## src/rtl/fetch_unit_pkg.sv

```systemverilog
// Shared pipeline definitions used by the fetch stage: NOP encoding and the
// {pc, instr} entry carried from fetch toward IF/ID.
package fetch_unit_pkg;

    localparam logic [31:0] NOP_INSTR = 32'h0000_0013;

    typedef struct packed {
        logic [31:0] pc;
        logic [31:0] instr;
    } fetch_entry_t;

    function automatic logic [31:0] align_pc(input logic [31:0] pc);
        return {pc[31:2], 2'b00};
    endfunction

endpackage

```

## src/rtl/fetch_fifo.sv

```systemverilog
// Small synchronous FIFO with flush; push is accepted when full only if a pop
// happens in the same cycle, so occupancy stays unchanged in that case.
module fetch_fifo #(
    parameter int WIDTH = 32,
    parameter int DEPTH = 2,
    localparam int CW = $clog2(DEPTH + 1)
) (
    input  logic             clk,
    input  logic             rst_n,
    input  logic             i_flush,
    input  logic             i_push,
    input  logic [WIDTH-1:0] i_data,
    input  logic             i_pop,
    output logic [WIDTH-1:0] o_data,
    output logic             o_empty,
    output logic [CW-1:0]    o_count
);

    localparam int PW = (DEPTH > 1) ? $clog2(DEPTH) : 1;

    logic [WIDTH-1:0] r_mem [DEPTH];
    logic [PW-1:0]    r_rd_ptr;
    logic [PW-1:0]    r_wr_ptr;
    logic [CW-1:0]    r_count;
    logic             w_do_push;
    logic             w_do_pop;

    // Pointers wrap explicitly so non-power-of-two depths work.
    function automatic logic [PW-1:0] next_ptr(input logic [PW-1:0] p);
        return (p == PW'(DEPTH - 1)) ? '0 : p + 1'b1;
    endfunction

    assign w_do_pop  = i_pop && (r_count != '0);
    assign w_do_push = i_push && ((r_count != CW'(DEPTH)) || w_do_pop);

    always_ff @(posedge clk) begin
        if (rst_n || i_flush) begin
            r_rd_ptr <= '0;
            r_wr_ptr <= '0;
            r_count  <= '0;
        end else begin
            if (w_do_push) r_wr_ptr <= next_ptr(r_wr_ptr);
            if (w_do_pop)  r_rd_ptr <= next_ptr(r_rd_ptr);
            case ({w_do_push, w_do_pop})
                2'b10:   r_count <= r_count + CW'(1);
                2'b01:   r_count <= r_count - CW'(1);
                default: r_count <= r_count;
            endcase
        end
    end

    always_ff @(posedge clk) begin
        if (w_do_push) r_mem[r_wr_ptr] <= i_data;
    end

    assign o_data  = r_mem[r_rd_ptr];
    assign o_empty = (r_count == '0);
    assign o_count = r_count;

endmodule

```

## src/rtl/fetch_unit.sv

```systemverilog
// Instruction fetch: issues in-order memory requests, tracks their PCs, queues
// returned words toward IF/ID, and discards responses made stale by a redirect.
module fetch_unit
    import fetch_unit_pkg::*;
#(
    parameter logic [31:0] RESET_PC = 32'h0000_0000,
    parameter int          DEPTH    = 2,
    parameter int          IMEM_AW  = 13
) (
    input  logic               clk,
    input  logic               rst_n,
    input  logic               redirect_valid,
    input  logic [31:0]        redirect_pc,
    input  logic               stall,
    output logic               imem_req_valid,
    output logic [IMEM_AW-1:0] imem_req_addr,
    input  logic               imem_req_ready,
    input  logic               imem_rsp_valid,
    input  logic [31:0]        imem_rsp_data,
    output logic               out_valid,
    input  logic               out_ready,
    output logic [31:0]        out_instr,
    output logic [31:0]        out_pc,
    output logic               misalign_err,
    output logic [31:0]        pc_debug
);

    localparam int CW = $clog2(DEPTH + 1);

    logic [31:0]   r_pc;
    logic [CW-1:0] r_discard;

    logic          w_q_empty;
    logic [CW-1:0] w_q_count;
    fetch_entry_t  w_q_head;
    fetch_entry_t  w_q_in;
    logic          w_if_empty;
    logic [CW-1:0] w_if_count;
    logic [31:0]   w_if_head;

    logic          w_pop;
    logic          w_req_fire;
    logic          w_rsp_keep;
    logic          w_rsp_drop;
    logic [CW+1:0] w_total;
    logic [CW+1:0] w_credit;
    logic [CW:0]   w_outstanding;
    logic [CW:0]   w_discard_load;

    assign w_pop      = out_valid && out_ready;
    assign w_req_fire = imem_req_valid && imem_req_ready;
    assign w_rsp_keep = imem_rsp_valid && !redirect_valid && (r_discard == '0) && !w_if_empty;
    assign w_rsp_drop = imem_rsp_valid && !redirect_valid && (r_discard != '0);

    // A pop this cycle frees a slot in time for a response no earlier than next cycle.
    assign w_total  = {2'b00, w_q_count} + {2'b00, w_if_count} + {2'b00, r_discard};
    assign w_credit = w_total - {{(CW+1){1'b0}}, w_pop};

    assign imem_req_valid = !rst_n && !stall && !redirect_valid && (w_credit < (CW+2)'(DEPTH));
    assign imem_req_addr  = r_pc[IMEM_AW-1:0];

    // A response arriving in the redirect cycle retires one of the outstanding requests.
    assign w_outstanding  = {1'b0, r_discard} + {1'b0, w_if_count};
    assign w_discard_load = (imem_rsp_valid && (w_outstanding != '0)) ? w_outstanding - (CW+1)'(1)
                                                                     : w_outstanding;

    always_ff @(posedge clk) begin
        if (rst_n) begin
            r_pc      <= RESET_PC;
            r_discard <= '0;
        end else if (redirect_valid) begin
            r_pc      <= align_pc(redirect_pc);
            r_discard <= w_discard_load[CW-1:0];
        end else begin
            if (w_req_fire) r_pc      <= r_pc + 32'd4;
            if (w_rsp_drop) r_discard <= r_discard - CW'(1);
        end
    end

    assign w_q_in = '{pc: w_if_head, instr: imem_rsp_data};

    fetch_fifo #(
        .WIDTH ($bits(fetch_entry_t)),
        .DEPTH (DEPTH)
    ) u_queue (
        .clk     (clk),
        .rst_n   (rst_n),
        .i_flush (redirect_valid),
        .i_push  (w_rsp_keep),
        .i_data  (w_q_in),
        .i_pop   (w_pop),
        .o_data  (w_q_head),
        .o_empty (w_q_empty),
        .o_count (w_q_count)
    );

    fetch_fifo #(
        .WIDTH (32),
        .DEPTH (DEPTH)
    ) u_inflight (
        .clk     (clk),
        .rst_n   (rst_n),
        .i_flush (redirect_valid),
        .i_push  (w_req_fire),
        .i_data  (r_pc),
        .i_pop   (w_rsp_keep),
        .o_data  (w_if_head),
        .o_empty (w_if_empty),
        .o_count (w_if_count)
    );

    assign out_valid    = !w_q_empty;
    assign out_instr    = w_q_empty ? NOP_INSTR : w_q_head.instr;
    assign out_pc       = w_q_empty ? 32'h0 : w_q_head.pc;
    assign misalign_err = !rst_n && redirect_valid && (redirect_pc[1:0] != 2'b00);
    assign pc_debug     = r_pc;

endmodule

```

## config.mk

```make
export PLATFORM = sky130hd
export DESIGN_NAME = fetch_unit
export DESIGN_NICKNAME = d
export VERILOG_FILES = /design/src/rtl/fetch_unit_pkg.sv /design/src/rtl/fetch_fifo.sv /design/src/rtl/fetch_unit.sv
export SDC_FILE = /design/constraint.sdc
export NUM_CORES = 1
export LEC_CHECK = 0
export BUFFER_PORTS_ARGS = -buffer_cell sky130_fd_sc_hd__buf_2
export CORE_ASPECT_RATIO = 0.8
export CORE_MARGIN = 3
export CORE_UTILIZATION = 49
export CTS_CLUSTER_DIAMETER = 30
export DETAILED_ROUTE_END_ITERATION = 7
export PLACE_DENSITY = 0.72
export SYNTH_ARGS = -nofsm -noshare
export SYNTH_HDL_FRONTEND = slang
export SYNTH_SLANG_ARGS = --single-unit
```

## constraint.sdc

```tcl
create_clock -name clk -period 5.7 [get_ports clk]
set_clock_uncertainty 0.15 [all_clocks]
set_input_delay 0.285 -clock clk [delete_from_list [all_inputs] [get_ports clk]]
set_output_delay 0.285 -clock clk [all_outputs]
set_load 0.01 [all_outputs]
```

==> impl_results.md, run 1 <==
- Largest net degree at the start of global routing: between 60 and 70
- Finished Core Util: 66.58%
- Status: finished clean
- Crit path capture type: flip-flop
- CTS clk-pin slew, worst paths: around 0.05 ns
- Post-DP HPWL: between 10,000 and 15,000 um
- Gr ovfl total: 0
- Post-CTS setup buffers: 0
- Crit start category: flip-flop
- Die Wd: between 150 and 200 um
- Top delay family on crit path: adder cells
- Crit share post-route: between 70% and 80%
- GR met1 Demand/Resource: approximately 28%
- Initial core utilization: about half
- Worst-Margin Slew: between 0.9 and 1 ns
- Synth unique cells: between 50 and 60
- Via count: roughly 6,300
- Initial DRC Count: 430
- Pwr Density: about 340 nW/um^2
- Worst-skew pair later-pin latency: about 0.5 ns
- #FFs+latches synth: around 230
- # port buffers: around 180
- Core box area: between 15,000 and 20,000 sq um
- Number of global-route vias before repair: 6,075
- Post-route minimum period: 4.112 ns
- Mapped cell area: roughly 9500 sq um
- Worst path arrival time: around 4.4 ns
- Seq/Total Area, Yosys: between 60% and 70%
- Met2 Use GR: approximately 30%
- Cts bufs inserted: 35
- Syn Area/Cell: 13.65 sq um
- Final WL: 21,030 um
- Slew Limit Fails: 0
- Final GP Congestion: 0.8085
- Pre-antenna DRT Iters: 5
- Slew headroom: between 30% and 40%
- Clock sink total: approximately 230
- Diodes inserted: 0
- Detail Route Antenna Nets: 0
- RSZ-0062 raised after global routing: false
- CP bufs+invs: 1
- Total Routing Usage GR: about 20%
- CTS H-tree lvls: 2
- CP max FO: 14
- Drt via density: approximately 5.2
- Top FF cell, synth: edfxtp_1
- Slowest-stage cell, CP: and4_1
- Crit-path cells: nor2_4 -> nor2b_1 -> ha_1 -> inv_1 -> ha_1 -> a21o_1 -> ha_1 -> fa_1 -> xnor2_1 -> and4_1 -> nand2_1 -> ha_1 -> or3_1 -> a21oi_1
- Drt drc: 0
- Worst hold path type: primary input to flip-flop
- Post-Synthesis Cells: around 690
- Routed len/inst: between 15 and 20 um
- Met3 Use GR: under 10%
- YS warnings: 0
- EDFF count, synth: 184
- Fmax: 243.2 MHz
- Max VDD drop: approximately 0.21 mV
- Num ports: ~180
- First-pass GRT wire length: ~32,000 um
- Die area: approximately 21,000 sq um
- TritonCTS clock tree: done
- WP data required: 5.97 ns
- Core Rows: 44
- CP dominant cell by count: ha_1
- Area growth syn-to-layout: 30.54%
- Initial antenna violation count: 0
- Most used routing layer in global routing: met2
- CTS root buffer: clkbuf_16
- # nets final: about 1,000
- Critical Path Max Stage Delay: between 0.5 and 0.6 ns
- Static leakage power: approximately 4.6 nW
- Asr flop ratio synth: 0%
- Max Cap Viol: 0
- Crit Path Category: flip-flop to flip-flop
- Endpoints failing setup: 0
- Clock buffer depth: 3
- Layout cell share with drive strength beyond 1: 30.30%
- Die H: between 100 and 150 um
- Final Hold Fails: 0
- Setup_tns: 0 ns
worst reg2reg max path: cells and delay by family, from the launching register on:
kind            cells  cell delay (ns)
flops               1             0.48
simple gates        5             1.41
xor+xnor            1             0.22
fa+ha+maj           5             1.42
compound gates      2             0.33
buf+inv             1             0.06
synthesized netlist by cell type (all sizes together), types with 5 or more instances:
library cell,count,area [sq um]
inv,21,78.82
a21oi,14,70.07
ha,9,112.6
edfxtp,184,5525
o21ai,20,100.1
nor2,91,341.6
nor4,13,121.4
and3,5,31.28
nand3,10,50.05
buf,29,178.9
nor3,10,60.06
a211oi,5,37.54
clkbuf,22,82.58
mux2i,66,660.6
xnor2,21,183.9
nand2,42,157.7
a21o,5,37.54
mux2,30,337.8
dfxtp,42,840.8
nand4,7,50.05
cell usage in the layout (no fill, tap or decap), drive strengths merged, types with 3 or more instances in the layout:
cell / instances
bufinv: 6
o211ai: 3
fa: 3
xnor2: 21
nand4: 7
mux2: 30
nor2b: 3
and3: 5
xor2: 3
mux2i: 66
buf: 185
dfxtp: 42
nor2: 91
conb: 6
a21oi: 14
nand2: 42
clkbuf: 42
a211oi: 5
or4: 3
dlygate4sd3: 61
nor3: 10
nand3: 10
or2: 4
ha: 9
inv: 26
clkinvlp: 3
a21o: 5
edfxtp: 184
nor4: 13
clkinv: 8
and4: 4
o21ai: 20
per-layer routing:
| metal | wire, um | vias up | part of all wire (%) |
|---|---|---|---|
| met1 | 9717 | 3029 | 46 |
| met3 | 1668 | 32 | 7.9 |
| met5 | 0 | - | 0 |
| met2 | 9218 | 250 | 44 |
| li1 | - | 2993 | - |
| met4 | 429 | 0 | 2.0 |
cell type report:
| type | instances | area, sq um |
|---|---|---|
| clock buffers | 42 | 923.4 |
| clock inverters | 22 | 309.0 |
| fillers | 1335 | 6200 |
| inverters | 21 | 78.83 |
| multi-input cells | 400 | 2796 |
| flip-flops and latches | 226 | 6370 |
| well taps | 253 | 316.6 |
| repair buffers | 246 | 1559 |
path summary, 6_finish.rpt:
kind / slack [ns] / from / depth (start not counted) / end
setup / recovery: 1.59 / u_queue.o_count[1] / 14 / u_inflight.o_count[1]
hold / removal: 0.03 / out_ready / 3 / u_queue.o_count[0]
setup reg to reg: 1.59 / u_queue.o_count[1] / 14 / u_inflight.o_count[1]
hold reg to reg: 0.35 / u_inflight.r_rd_ptr / 2 / flip-flop
flip-flops by register name, indices dropped and copies added (netlist names), named ones only:
signal / cells
pc_debug: 30
r_discard: 2
u_inflight.o_count: 2
u_inflight.r_mem: 60
u_inflight.r_rd_ptr: 1
u_inflight.r_wr_ptr: 1
u_queue.o_count: 2
u_queue.r_mem: 124
u_queue.r_rd_ptr: 1
u_queue.r_wr_ptr: 1
logic make-up after synthesis:
group,Yosys count,synth area share [%]
other,1,0.03963
adder cells (fa/ha/maj),12,1.825
AND/OR/NAND/NOR,198,10.12
multiplexers,96,10.55
AO/OA/AOI/OAI,64,4.377
flip-flops,226,67.27
buffers and inverters,72,3.596
XOR/XNOR,24,2.221
repair_timing:
item	CTS	global route
hold endpoints to repair	93	0
hold buffers	61	0
resized for setup	0	0
endpoints found under the setup margin	0	0
through the flow:
step	std cells	instance area [sq um]	hold WS (ns)	setup slack, ns	total power [mW]
CTS	1210	12350	0.0005798	1.589	4.290
global placement	1085	10510	0.3226	1.727	2.048
floorplan	698	9482	0.2339	0.8412	1.974
finish	1210	12350	0.02723	1.588	4.247
detailed placement	1085	10510	0.3269	1.586	2.052
global route	1210	12350	0.04104	1.330	4.374
power by group:
| part | leakage, nW | switching [mW] | internal (mW) | total (mW) |
|---|---|---|---|---|
| Clock | 0.594 | 0.746 | 1.45 | 2.19 |
| Sequential | 2.01 | 0.0431 | 1.81 | 1.85 |
| Combinational | 1.98 | 0.101 | 0.101 | 0.202 |
No activity file was read; power rests on OpenSTA's default activity.
==> run 2, diff against run 1 <==
- PLACE_DENSITY: 0.72 -> 0.75
- clock period: 5.7 -> 3.6 ns (I/O delays scaled with it)
==> impl_results.md, run 2 (synthesized netlist as in run 1, its figures left out) <==
- Worst hold path type: primary input to flip-flop (unchanged)
- Diodes inserted: 0 (unchanged)
- Endpoints failing setup: 0 (unchanged)
- CP max FO: 7 (was 14)
- Crit start category: flip-flop (unchanged)
- Final Cell Area: 12,620 sq um (was 12,350 sq um)
- Slew headroom: 48.09% (was 34.81%)
- Placed Area: 10,660 sq um (was 10,510 sq um)
- CTS H-tree lvls: 2 (unchanged)
- Via count: 6,489 (was 6,304)
- Max reg flops: 124 (unchanged)
- Worst r2r path cells: 14 (unchanged)
- Gr ovfl total: 0 (unchanged)
- Filler cells: 1,317 (was 1,335)
- Initial DRC Count: 365 (was 430)
- Core Rows: 44 (unchanged)
- Slowest-stage cell, CP: fa_2 (was and4_1)
- Multi-input gate area: 2843 sq um (was 2796 sq um)
- Max VDD drop: 0.2727 mV (was 0.2132 mV)
- Max Cap Viol: 0 (unchanged)
- Post-route minimum period: 3.421 ns (was 4.112 ns)
- Die H: 130.3 um (unchanged)
- CP dominant cell by count: ha_1 (unchanged)
- CTS clk-pin slew, worst paths: 0.05 ns (about the same)
- Routed len/inst: 18.56 um (was 17.38 um)
- Cts bufs inserted: 38 (was 35)
- Worst-Margin Slew: 0.7786 ns (was 0.9779 ns)
- RSZ-0062 raised after global routing: false (unchanged)
- Area growth syn-to-layout: 33.40% (was 30.54%)
- Initial antenna violation count: 0 (unchanged)
- Biggest register: u_queue.r_mem (unchanged)
- Crit share post-route: 95.02% (was 72.15%)
- Total power draw: 6.851 mW (was 4.247 mW)
- Crit path capture type: flip-flop (unchanged)
- Static leakage power: 4.696 nW (was 4.582 nW)
- Crit Path Category: flip-flop to flip-flop (unchanged)
- First-pass GRT wire length: 34,950 um (was 32,490 um)
- CTS root buffer: clkbuf_16 (unchanged)
- Post-DP HPWL: 13,660 um (was 12,920 um)
- Clock sink total: 226 (unchanged)
- Top delay family on crit path: adder cells (unchanged)
- Core box area: 18,550 sq um (unchanged)
- Crit-path cells: nor2_4 -> nor2b_2 -> ha_1 -> inv_1 -> ha_1 -> a21o_1 -> ha_1 -> fa_2 -> nor2_4 -> and4_4 -> nand2_4 -> ha_1 -> or3_1 -> a21oi_1 (was nor2_4 -> nor2b_1 -> ha_1 -> inv_1 -> ha_1 -> a21o_1 -> ha_1 -> fa_1 -> xnor2_1 -> and4_1 -> nand2_1 -> ha_1 -> or3_1 -> a21oi_1)
- Fmax: 292.3 MHz (was 243.2 MHz)
- Detail Route Antenna Nets: 0 (unchanged)
- Finished Core Util: 68.04% (was 66.58%)
- Hold-critical path depth: 4 (was 3)
- Layout cell share with drive strength beyond 1: 31.86% (was 30.30%)
- Pwr Density: 542.7 nW/um^2 (was 343.8 nW/um^2)
- Clock buffer depth: 3 (unchanged)
- Die Wd: 161.4 um (unchanged)
- Pre-antenna DRT Iters: 4 (was 5)
- Total Routing Usage GR: 21.43% (was 19.81%)
- Min Hold Slack: 0.03844 ns (was 0.02723 ns)
- Status: finished clean (unchanged)
- Post-CTS setup buffers: 0 (unchanged)
- Final Hold Fails: 0 (unchanged)
- Slew Limit Fails: 0 (unchanged)
- Num ports: 183 (unchanged)
- Number of global-route vias before repair: 6,373 (was 6,075)
- Most frequent cells in the layout: edfxtp_1 (184), buf_2 (176), nor2_1 (87) (was edfxtp_1 (184), buf_2 (176), nor2_1 (88))
- Worst-skew pair later-pin latency: 0.50 ns (about the same)
- Die area: 21,030 sq um (unchanged)
- Setup_tns: 0 ns (unchanged)
- Initial core utilization: 51.00% (unchanged)
- CP Depth: 14 (unchanged)
- WP data required: 3.88 ns (was 5.97 ns)
- Sequential cell area: 6374 sq um (was 6370 sq um)
- Critical Path Max Stage Delay: 0.44 ns (was 0.54 ns)
- TritonCTS clock tree: done (unchanged)
- Worst path arrival time: 3.70 ns (was 4.39 ns)
- CP bufs+invs: 1 (unchanged)
- Largest net degree at the start of global routing: 61 (unchanged)
- # nets final: 1,027 (was 1,013)
- Drt drc: 0 (unchanged)
- Final WL: 22,760 um (was 21,030 um)
- # port buffers: 176 (unchanged)
- Drt via density: 5.293 (was 5.210)
- Commonest non-fill, non-tap cell in the layout: edfxtp_1 (unchanged)
- Final GP Congestion: 0.8597 (was 0.8085)
==> run 2: changes by cell type in the layout (fill, tap and decap cells not counted), sizes merged <==
cell / before / now
buf: 185 / 191
clkbuf: 42 / 44
clkinv: 8 / 11
bufinv: 6 / 4
dlygate4sd3: 61 / 66
inv: 26 / 28
==> run 2: layout make-up <==
cell class	count	share of cell area, %
inverters	21	0.6244
clock inverters	25	2.200
multi-input cells	400	22.52
repair buffers	257	13.70
flip-flops and latches	226	50.49
well taps	253	2.508
clock buffers	44	7.959
==> run 2: final timing paths <==
kind	from	endpoint	slack [ns]
max	u_queue.o_count[0]	u_inflight.o_count[1]	0.18
min	imem_rsp_valid	r_discard[0]	0.04
max reg2reg	u_queue.o_count[0]	u_inflight.o_count[1]	0.18
min reg2reg	u_queue.o_count[0]	u_queue.o_count[0]	0.35
==> run 2: where the power goes <==
group / total (mW) / switching [mW] / internal (mW)
logic: 0.348 / 0.171 / 0.177
clock network: 3.57 / 1.25 / 2.32
registers: 2.93 / 0.0678 / 2.87
==> run 2: metal layers <==
metal,track usage [%],vias up,part of all wire [%]
met3,4.792,57,7.7
met2,34.77,268,46
met4,7.688,0,2.6
li1,-,3025,-
met5,0,-,0
met1,28.83,3139,43
==> run 2: tightest hold or removal path, delay by kind of cell <==
| kind | cells | cell delay [ns] |
|---|---|---|
| xor+xnor | 1 | 0.13 |
| simple gates | 1 | 0.16 |
| compound gates | 1 | 0.06 |
| buf+inv | 1 | 0.11 |
==> run 2: repair_timing <==
item                                    CTS  global route
hold buffers                             66             0
hold endpoints to repair                 97             0
endpoints found under the setup margin    0            16
resized for setup                         0             7
==> run 2: through the flow <==
step	setup WS, ns	instances
after CTS	0.01074	1226
final	0.1793	1226
after detailed placement	0.009198	1091
after floorplan	-0.001826	698
after global placement	0.1582	1091
after global routing	0.01361	1226
==> run 3, diff against run 2 <==
- CORE_UTILIZATION: 49 -> 50
- PLACE_DENSITY: 0.75 -> 0.76
- SKIP_LAST_GASP: not set -> 1
==> impl_results.md, run 3 (synthesized netlist as in run 1, its figures left out) <==
- Status: finished clean (unchanged)
- Commonest non-fill, non-tap cell in the layout: edfxtp_1 (unchanged)
- Crit start category: flip-flop (unchanged)
- Hold wc startpoint: imem_rsp_valid (unchanged)
- Worst r2r path cells: 14 (unchanged)
- Die area: 20,620 sq um (was 21,030 sq um)
- Initial DRC Count: 429 (was 365)
- Worst-Margin Slew: 0.7807 ns (was 0.7786 ns)
- RR Endpoint: pc_debug[16] (was u_inflight.o_count[1])
- Metal-1 WL: 9716 um (was 9882 um)
- Drt drc: 0 (unchanged)
- Cts bufs inserted: 37 (was 38)
- Via count: 6,473 (was 6,489)
- Met2 wire len: 10,390 um (was 10,530 um)
- Crit. Startpoint: u_queue.o_count[0] (unchanged)
- Slew Limit Fails: 0 (unchanged)
- Die H: 129.0 um (was 130.3 um)
- Post-route minimum period: 3.507 ns (was 3.421 ns)
- Pre-antenna DRT Iters: 5 (was 4)
- Fmax: 285.2 MHz (was 292.3 MHz)
- Placed cell count: 1,093 (was 1,091)
- Routed len/inst: 18.23 um (was 18.56 um)
- CTS H-tree lvls: 2 (unchanged)
- # nets final: 1,032 (was 1,027)
- Max Cap Viol: 0 (unchanged)
- Placed Area: 10,640 sq um (was 10,660 sq um)
- Placement Setup Slack: -0.01277 ns (was 0.009198 ns)
- Gr ovfl total: 0 (unchanged)
- Worst path arrival time: 3.73 ns (was 3.70 ns)
- Final GP Congestion: 0.8669 (was 0.8597)
- Core box area: 18,330 sq um (was 18,550 sq um)
- Clock sink total: 226 (unchanged)
- Total Routing Usage GR: 21.15% (was 21.43%)
- Num ports: 183 (unchanged)
- Initial core utilization: 51.62% (was 51.00%)
- Endpoints failing setup: 0 (unchanged)
- Layout cell share with drive strength beyond 1: 31.86% (about the same)
- Worst hold path type: primary input to flip-flop (unchanged)
- Fin cells: 1,229 (was 1,226)
- Hold-critical path depth: 4 (unchanged)
- Most frequent cells in the layout: edfxtp_1 (184), buf_2 (176), nor2_1 (87) (unchanged)
- Drt via density: 5.267 (was 5.293)
- Final Cell Area: 12,590 sq um (was 12,620 sq um)
- FF-to-FF Start: u_queue.o_count[0] (unchanged)
- First-pass GRT wire length: 34,310 um (was 34,950 um)
- Reg2Reg Setup Slack: 0.09 ns (was 0.18 ns)
- Max VDD drop: 0.3270 mV (was 0.2727 mV)
- Static leakage power: 4.694 nW (was 4.696 nW)
- Final Hold Fails: 0 (unchanged)
- Detail Route Antenna Nets: 0 (unchanged)
- Finished Core Util: 68.70% (was 68.04%)
- Diodes inserted: 0 (unchanged)
- Largest net degree at the start of global routing: 61 (unchanged)
- Area growth syn-to-layout: 33.10% (was 33.40%)
- Final WL: 22,410 um (was 22,760 um)
- Final setup margin: 0.09328 ns (was 0.1793 ns)
- TritonCTS clock tree: done (unchanged)
- CP max FO: 7 (unchanged)
- Die Wd: 159.8 um (was 161.4 um)
- Crit share post-route: 97.41% (was 95.02%)
- Biggest register: u_queue.r_mem (unchanged)
- Max reg flops: 124 (unchanged)
- CTS root buffer: clkbuf_16 (unchanged)
- Crit Path Category: flip-flop to flip-flop (unchanged)
- Met3 routed WL: 1769 um (was 1744 um)
- Slew headroom: 47.95% (was 48.09%)
- Initial antenna violation count: 0 (unchanged)
- Worst-skew pair later-pin latency: 0.51 ns (was 0.50 ns)
- Number of global-route vias before repair: 6,416 (was 6,373)
- Pwr Density: 532.9 nW/um^2 (was 542.7 nW/um^2)
- Hold path endpoint: r_discard[0] (unchanged)
- Min Hold Slack: 0.07316 ns (was 0.03844 ns)
- Clock buffer depth: 3 (unchanged)
- WP data required: 3.82 ns (was 3.88 ns)
- Post-DP HPWL: 13,430 um (was 13,660 um)
- Crit path capture type: flip-flop (unchanged)
- Setup_tns: 0 ns (unchanged)
- DR top layer: met4 (unchanged)
- CTS clk-pin slew, worst paths: 0.05 ns (about the same)
- # port buffers: 176 (unchanged)
- Core Rows: 44 (unchanged)
- Total power draw: 6.712 mW (was 6.851 mW)
==> run 3: timing repair <==
item | 4_1_cts | 5_1_grt
cloned | 0 | 1
hold endpoints to repair | 97 | 0
endpoints found under the setup margin | 1 | 6
buffers inserted | 0 | 3
hold buffers | 67 | 0
pin swaps | 0 | 2
gates resized for setup | 1 | 8
==> run 3: per-layer routing <==
layer	track usage [%]	up-vias
met5	0	-
met4	8.112	0
met3	4.666	46
met2	33.53	313
met1	29.08	3081
li1	-	3033
==> run 3: power breakdown <==
group	switching [mW]	internal, mW
Combinational	0.176	0.182
Clock	1.19	2.24
Sequential	0.0657	2.87
==> run 3: worst max-delay path by stage <==
stage / end / slack [ns]
2_1_floorplan: u_inflight.r_mem[0][10] / -0.002
3_3_place_gp: pc_debug[16] / 0.18
3_5_place_dp: pc_debug[16] / -0.01
4_1_cts: pc_debug[16] / 0.01
5_1_grt: pc_debug[16] / -0.01
6_report: pc_debug[16] / 0.09
==> run 3: area by class of cell <==
| cell class | instances | area, sq um |
|---|---|---|
| Sequential cell | 226 | 6377 |
| Clock inverter | 21 | 246.5 |
| Multi-Input combinational cell | 400 | 2845 |
| Fill cell | 1249 | 5738 |
| Timing Repair Buffer | 263 | 1754 |
| Tap cell | 253 | 316.6 |
| Inverter | 21 | 78.83 |
| Clock buffer | 45 | 975.9 |
==> run 3: worst max-delay path, stage by stage (launching register included) <==
cell	delay (ns)
dfxtp_4	0.37
nor2_4	0.13
nor2b_2	0.05
ha_1	0.27
inv_1	0.04
ha_1	0.27
a21o_1	0.18
ha_1	0.19
fa_2	0.44
nor2_4	0.10
nand4_1	0.18
buf_12	0.20
nor4_1	0.36
nor3_1	0.08
a2111oi_1	0.38
